$ cat src/rtl/clock_pkg.sv
// Shared definitions for the timekeeping datapath.
//   SEC_MAX / MIN_MAX : BCD wrap points for seconds and minutes
//   CNT_SEC/MIN/HOUR  : bit positions inside i_Counters_Enable_Count
//   bin_to_bcd        : converts a binary 0..99 constant to packed BCD
package clock_pkg;

  localparam logic [7:0] SEC_MAX = 8'h59;
  localparam logic [7:0] MIN_MAX = 8'h59;

  localparam int CNT_SEC  = 0;
  localparam int CNT_MIN  = 1;
  localparam int CNT_HOUR = 2;

  // Elaboration-time helper; HOUR_MAX is given in binary.
  function automatic logic [7:0] bin_to_bcd(input int v);
    logic [3:0] tens;
    logic [3:0] ones;
    tens = 4'(v / 10);
    ones = 4'(v % 10);
    return {tens, ones};
  endfunction

endpackage

$ cat src/rtl/bcd_mod_counter.sv
// Two-digit packed-BCD counter that wraps from MAX_BCD to 00.
//   i_Clock  : clock
//   i_Reset  : synchronous active-high clear
//   i_Clear  : synchronous clear (lower priority than i_Reset)
//   i_Step   : advance by one
//   o_Value  : registered BCD value
//   o_At_Max : value currently equals MAX_BCD (used to form carries)
module bcd_mod_counter #(
  parameter logic [7:0] MAX_BCD = 8'h59
) (
  input  logic       i_Clock,
  input  logic       i_Reset,
  input  logic       i_Clear,
  input  logic       i_Step,
  output logic [7:0] o_Value,
  output logic       o_At_Max
);

  logic [7:0] value_q, value_d;

  always_comb begin
    value_d = value_q;
    if (i_Clear) begin
      value_d = 8'h00;
    end else if (i_Step) begin
      // Wrap is checked on the full BCD value before the digit roll.
      if (value_q == MAX_BCD)
        value_d = 8'h00;
      else if (value_q[3:0] == 4'd9)
        value_d = {value_q[7:4] + 4'd1, 4'd0};
      else
        value_d = {value_q[7:4], value_q[3:0] + 4'd1};
    end
  end

  always_ff @(posedge i_Clock) begin
    if (i_Reset) value_q <= 8'h00;
    else         value_q <= value_d;
  end

  assign o_Value  = value_q;
  assign o_At_Max = (value_q == MAX_BCD);

endmodule

$ cat src/rtl/time_counters.sv
// Hours/minutes/seconds timekeeping in packed BCD.
// Run mode counts i_Tick_1Hz with carries; set mode steps enabled fields
// independently on i_Increment.
//   i_Clock, i_Reset              : clock, synchronous active-high reset
//   i_Tick_1Hz, i_Increment       : one-cycle strobes
//   i_Counters_Reset              : clears seconds only
//   i_Counters_Enable_Increment   : 1 = set mode, 0 = run mode
//   i_Counters_Enable_Count[2:0]  : per-field enables {hour, min, sec}
//   o_Seconds/o_Minutes/o_Hours   : registered BCD fields
//   o_Day_Wrap                    : one-cycle pulse on rollover to 00:00:00
module time_counters
  import clock_pkg::*;
#(
  parameter int HOUR_MAX = 23
) (
  input  logic       i_Clock,
  input  logic       i_Reset,
  input  logic       i_Tick_1Hz,
  input  logic       i_Increment,
  input  logic       i_Counters_Reset,
  input  logic       i_Counters_Enable_Increment,
  input  logic [2:0] i_Counters_Enable_Count,
  output logic [7:0] o_Seconds,
  output logic [7:0] o_Minutes,
  output logic [7:0] o_Hours,
  output logic       o_Day_Wrap
);

  localparam logic [7:0] HOUR_MAX_BCD = bin_to_bcd(HOUR_MAX);

  logic set_mode, hold;
  logic sec_step, min_step, hour_step;
  logic sec_carry, min_carry;
  logic sec_at_max, min_at_max, hour_at_max;
  logic day_wrap_q, day_wrap_d;

  assign set_mode = i_Counters_Enable_Increment;
  // Counters_Reset suppresses every step, so no carry can leak out of
  // the seconds clear.
  assign hold     = i_Counters_Reset;

  always_comb begin
    sec_step   = 1'b0;
    min_step   = 1'b0;
    hour_step  = 1'b0;
    sec_carry  = 1'b0;
    min_carry  = 1'b0;
    day_wrap_d = 1'b0;
    if (!hold) begin
      if (set_mode) begin
        sec_step  = i_Increment & i_Counters_Enable_Count[CNT_SEC];
        min_step  = i_Increment & i_Counters_Enable_Count[CNT_MIN];
        hour_step = i_Increment & i_Counters_Enable_Count[CNT_HOUR];
      end else begin
        // A disabled field never steps, which also kills every carry above it.
        sec_step   = i_Tick_1Hz & i_Counters_Enable_Count[CNT_SEC];
        sec_carry  = sec_step & sec_at_max;
        min_step   = sec_carry & i_Counters_Enable_Count[CNT_MIN];
        min_carry  = min_step & min_at_max;
        hour_step  = min_carry & i_Counters_Enable_Count[CNT_HOUR];
        day_wrap_d = hour_step & hour_at_max;
      end
    end
  end

  bcd_mod_counter #(.MAX_BCD(SEC_MAX)) u_sec (
    .i_Clock (i_Clock),
    .i_Reset (i_Reset),
    .i_Clear (i_Counters_Reset),
    .i_Step  (sec_step),
    .o_Value (o_Seconds),
    .o_At_Max(sec_at_max)
  );

  bcd_mod_counter #(.MAX_BCD(MIN_MAX)) u_min (
    .i_Clock (i_Clock),
    .i_Reset (i_Reset),
    .i_Clear (1'b0),
    .i_Step  (min_step),
    .o_Value (o_Minutes),
    .o_At_Max(min_at_max)
  );

  bcd_mod_counter #(.MAX_BCD(HOUR_MAX_BCD)) u_hour (
    .i_Clock (i_Clock),
    .i_Reset (i_Reset),
    .i_Clear (1'b0),
    .i_Step  (hour_step),
    .o_Value (o_Hours),
    .o_At_Max(hour_at_max)
  );

  always_ff @(posedge i_Clock) begin
    if (i_Reset) day_wrap_q <= 1'b0;
    else         day_wrap_q <= day_wrap_d;
  end

  assign o_Day_Wrap = day_wrap_q;

endmodule

$ cat config.mk
export PLATFORM = sky130hd
export DESIGN_NAME = time_counters
export DESIGN_NICKNAME = d
export VERILOG_FILES = /design/src/rtl/clock_pkg.sv /design/src/rtl/bcd_mod_counter.sv /design/src/rtl/time_counters.sv
export SDC_FILE = /design/constraint.sdc
export NUM_CORES = 1
export LEC_CHECK = 0
export ABC_CLOCK_PERIOD_IN_PS = 3000
export CAP_MARGIN = 20
export CORE_UTILIZATION = 66
export CTS_CLUSTER_DIAMETER = 80
export DETAILED_ROUTE_END_ITERATION = 10
export DONT_BUFFER_PORTS = 1
export PLACE_DENSITY = 0.9
export SLEW_MARGIN = 20
export SYNTH_ARGS = -nofsm -noshare
export SYNTH_HDL_FRONTEND = slang
export SYNTH_SLANG_ARGS = --single-unit
$ cat constraint.sdc
create_clock -name i_Clock -period 3 [get_ports i_Clock]
set_input_delay 0.6 -clock i_Clock [delete_from_list [all_inputs] [get_ports i_Clock]]
set_output_delay 0.6 -clock i_Clock [all_outputs]
set_load 0.005 [all_outputs]
==> results by group <==
Run status
  • Result of the run: finished, final reports clean

Setup path
  • Crit path depth: 6
  • Worst-path cell chain: ha_1 -> and3b_1 -> and3_1 -> a21oi_2 -> or4_1 -> a21oi_1
  • Kind of end point of the critical path: flip-flop
  • Worst path bufs/invs: 0
  • Reg2reg setup slack: between 1 and 1.5 ns
  • Data required time at the worst endpoint: 3.25 ns
  • Depth of the most critical reg-to-reg path: 6
  • Critical path launch point type: flip-flop
  • Critical path endpoint: u_hour.o_Value[6]$_SDFFE_PP0P_
  • Terminus of the critical flop-to-flop path: u_hour.o_Value[6]$_SDFFE_PP0P_
  • Worst Path Class, Setup: flip-flop to flip-flop
  • Arr. time, crit path: approximately 2.2 ns
  • Dominant delay contributor by cell family on the critical path: simple AND/OR/NAND/NOR gates
  • R2r startpoint: u_min.o_Value[0]$_SDFFE_PP0P_
  • Maximum cell stage delay along the critical path: about 0.48 ns
  • Launching instance or port of the critical path: u_min.o_Value[0]$_SDFFE_PP0P_
  • Crit-path max FO: 8
  • Slowest stage cell on the critical path: or4_1

Power and ir drop
  • Comb power frac: under 10%
  • Total power draw: just over 500 uW
  • Pwr dens: about 340 nW/um2
  • Maximum VDD drop: 0.230 mV
  • Clock network power share: just under 30%
  • Power Internal: approximately 400 uW
  • Share of power burned in registers: 67.0%
  • Switching component of the power: ~110 uW
  • Static leakage: between 0.0006 and 0.0007 uW
  • Fraction of power spent switching nets: between 20 and 25%

Hold path
  • Path type of the worst min-delay path: input port to flip-flop

Logic synthesis
  • Number of flops mapped to enable cells by yosys: 0
  • Most frequently used flop master after synthesis: dfxtp_1
  • Async S/R FF share, synth: 0%
  • Average size of a mapped cell: a little under 9 um2
  • Synthesized net count: roughly 180
  • Synth warn: 0
  • Part of the Yosys area used for sequential elements: approximately a third
  • Register bit total from synthesis: 25
  • Syn Std Cell Area: roughly 1400 um2
  • Number of different library cells in the post-synthesis netlist: 44
  • Cells after Synth: 163

Global route
  • First-pass GRT wire length: 4.66 mm
  • Number of global-route vias before repair: around 1,100
  • Maximum number of pins on one net before global-route repair: 21
  • Number of antenna violations at the first check in global routing: 0
  • Grt ovf: 0
  • Total track usage: about a quarter

STA
  • Post-Route Skew: about 0.0065 ns
  • Pins Over Slew Limit: 0
  • Fin Hold WS: ~0.34 ns
  • Worst slew pin tran: 0.469 ns
  • Max Clock Freq: slightly above 500 MHz
  • Setup total negative slack: 0 ns
  • Final setup violation count: 0
  • Setup ws final: about 1.0 ns
  • Unrepaired setup endpoints after global routing: false
  • Post-layout min period: around 2 ns
  • Final hold violations: 0
  • Relative slew slack: ~70%
  • Portion of the clock cycle consumed by the worst path in the final layout: between 60% and 70%

Finish
  • Antenna Cells: 0
  • Area Growth Syn to Fin: 2.52%
  • Post-Route Utilization: 73.9%
  • Share of layout cells above drive strength 1: 9.26%
  • Net count, final: 182

Floorplanning
  • Chip Width: slightly below 50 um
  • Number of rows in the core area: 16
  • IO Count: 34
  • Core area: roughly 2000 um2
  • Initial core utilization: a little over 70%
  • Die Area: 2380 um2
  • Y dimension of the die: between 40 and 50 um

CTS
  • CTS clock-pin slew for the worst setup and hold paths: 0.13 ns
  • Clock Path Buffers: 2
  • Number of buffers inserted by hold repair at cts: 0
  • Number of buffers added for setup after CTS: 0
  • CTS-repair resized insts: 0
  • Clock tree root driver cell: clkbuf_4
  • Number of CTS-inserted buffers: 3
  • Maximum level of the CTS H-tree: 1
  • Sink count of the clock tree: 25
  • Clock insertion delay at the later pin of the skew report: around 0.31 ns
  • Clock tree from TritonCTS: done

Route
  • Detailed-route via count: about 1,200
  • TritonRoute pass-1 iters: 4
  • Via density: between 6 and 7
  • Number of routed nets with antenna violations: 0
  • Total DRC errors in the routed layout: 0
  • Final wirelength: ~2.7 mm
  • DRC violation total after the first TritonRoute iteration: 21
  • Average routed wire per standard cell: ~14 um

Placed design
  • Pre-CTS setup slack: 1.07 ns
  • DP HPWL: between 2 and 2.5 mm
  • Port-buffer cells: 0
  • Routability congestion estimate: 0.809

Run
  • Max-Cap Viols: 0
[cells in the mapped netlist, drive strengths merged, types with 3 or more instances]
master  number  area share (%)
a211oi       3             1.9
a21oi       13             5.6
clkbuf       3            0.78
dfxtp       25              35
ha          10             8.7
inv          7             1.8
mux2i        4             2.8
nand2       12             3.1
nand2b       4             1.7
nand3        6             2.1
nand3b       4             4.1
nand4        4             1.7
nor2        19             4.9
nor2b        5             2.2
nor3         6             2.4
o21ai        5             1.7
or3          4             2.1
xnor2        3             1.8
xor2         4             2.4
[layout by cell type (no fill, tap or decap), drive strengths merged, types with 3 or more instances in the layout]
master,n
clkbuf,4
nand2,12
nand4,4
or3,4
mux2i,4
a211oi,3
nor2b,5
nor3,6
o21ai,5
xor2,4
nand3,6
dfxtp,25
ha,10
xnor2,3
a21oi,13
inv,7
nand2b,4
nand3b,4
nor2,19
[final cells by class]
cell class / count / area, um2
flip-flops and latches: 25 / 500
well taps: 27 / 33.8
multi-input cells: 126 / 892
fillers: 148 / 523
inverters: 7 / 26.3
clock buffers: 4 / 26.3
[layer usage]
metal  part of all wire, %  GRT usage, %
met3                   6.8          6.92
met1                    43          29.8
met2                    49          40.5
met4                  0.51          11.3
met5                     0             0
[per-stage QoR]
stage | instances | area (um2)
after detailed placement | 185 | 1450
after global placement | 185 | 1450
after global routing | 189 | 1480
after CTS | 189 | 1480
final | 189 | 1480
after floorplan | 163 | 1440
[cells by family after synthesis]
group | share of synthesized area, %
AOI/OAI and AO/OA | 15.7
xor gates and xnor gates | 4.25
adders and majority gates | 8.67
buffers and inverters | 3.47
DFF | 34.7
muxes | 2.78
and+or+nand+nor | 30.4
[power groups by stage]
stage | Sequential [uW] | Clock (uW) | Combinational, uW
after floorplan | 343 | 0 | 20.9
after global placement | 344 | 0 | 19.8
after detailed placement | 344 | 0 | 20.7
after CTS | 337 | 150 | 20.9
after global routing | 337 | 158 | 23.7
final | 337 | 145 | 21.0
[sequential cells by signal, indices dropped and copies added, names as in the netlist]
register / flops
o_Day_Wrap: 1
u_hour.o_Value: 8
u_min.o_Value: 8
u_sec.o_Value: 8
[worst min-delay path by stage]
stage                                        startpoint                       endpoint  slack, ns  cells past startpoint
final                                           i_Reset  u_min.o_Value[5]$_SDFFE_PP0P_       0.34                      1
after global routing                            i_Reset  u_min.o_Value[4]$_SDFFE_PP0P_       0.32                      1
after CTS                                       i_Reset  u_min.o_Value[4]$_SDFFE_PP0P_       0.33                      1
after detailed placement  u_min.o_Value[7]$_SDFFE_PP0P_  u_min.o_Value[7]$_SDFFE_PP0P_       0.51                      2
after global placement    u_min.o_Value[7]$_SDFFE_PP0P_  u_min.o_Value[7]$_SDFFE_PP0P_       0.49                      2
after floorplan           u_min.o_Value[7]$_SDFFE_PP0P_  u_min.o_Value[7]$_SDFFE_PP0P_       0.48                      2
(Power assumes the default switching activity.)
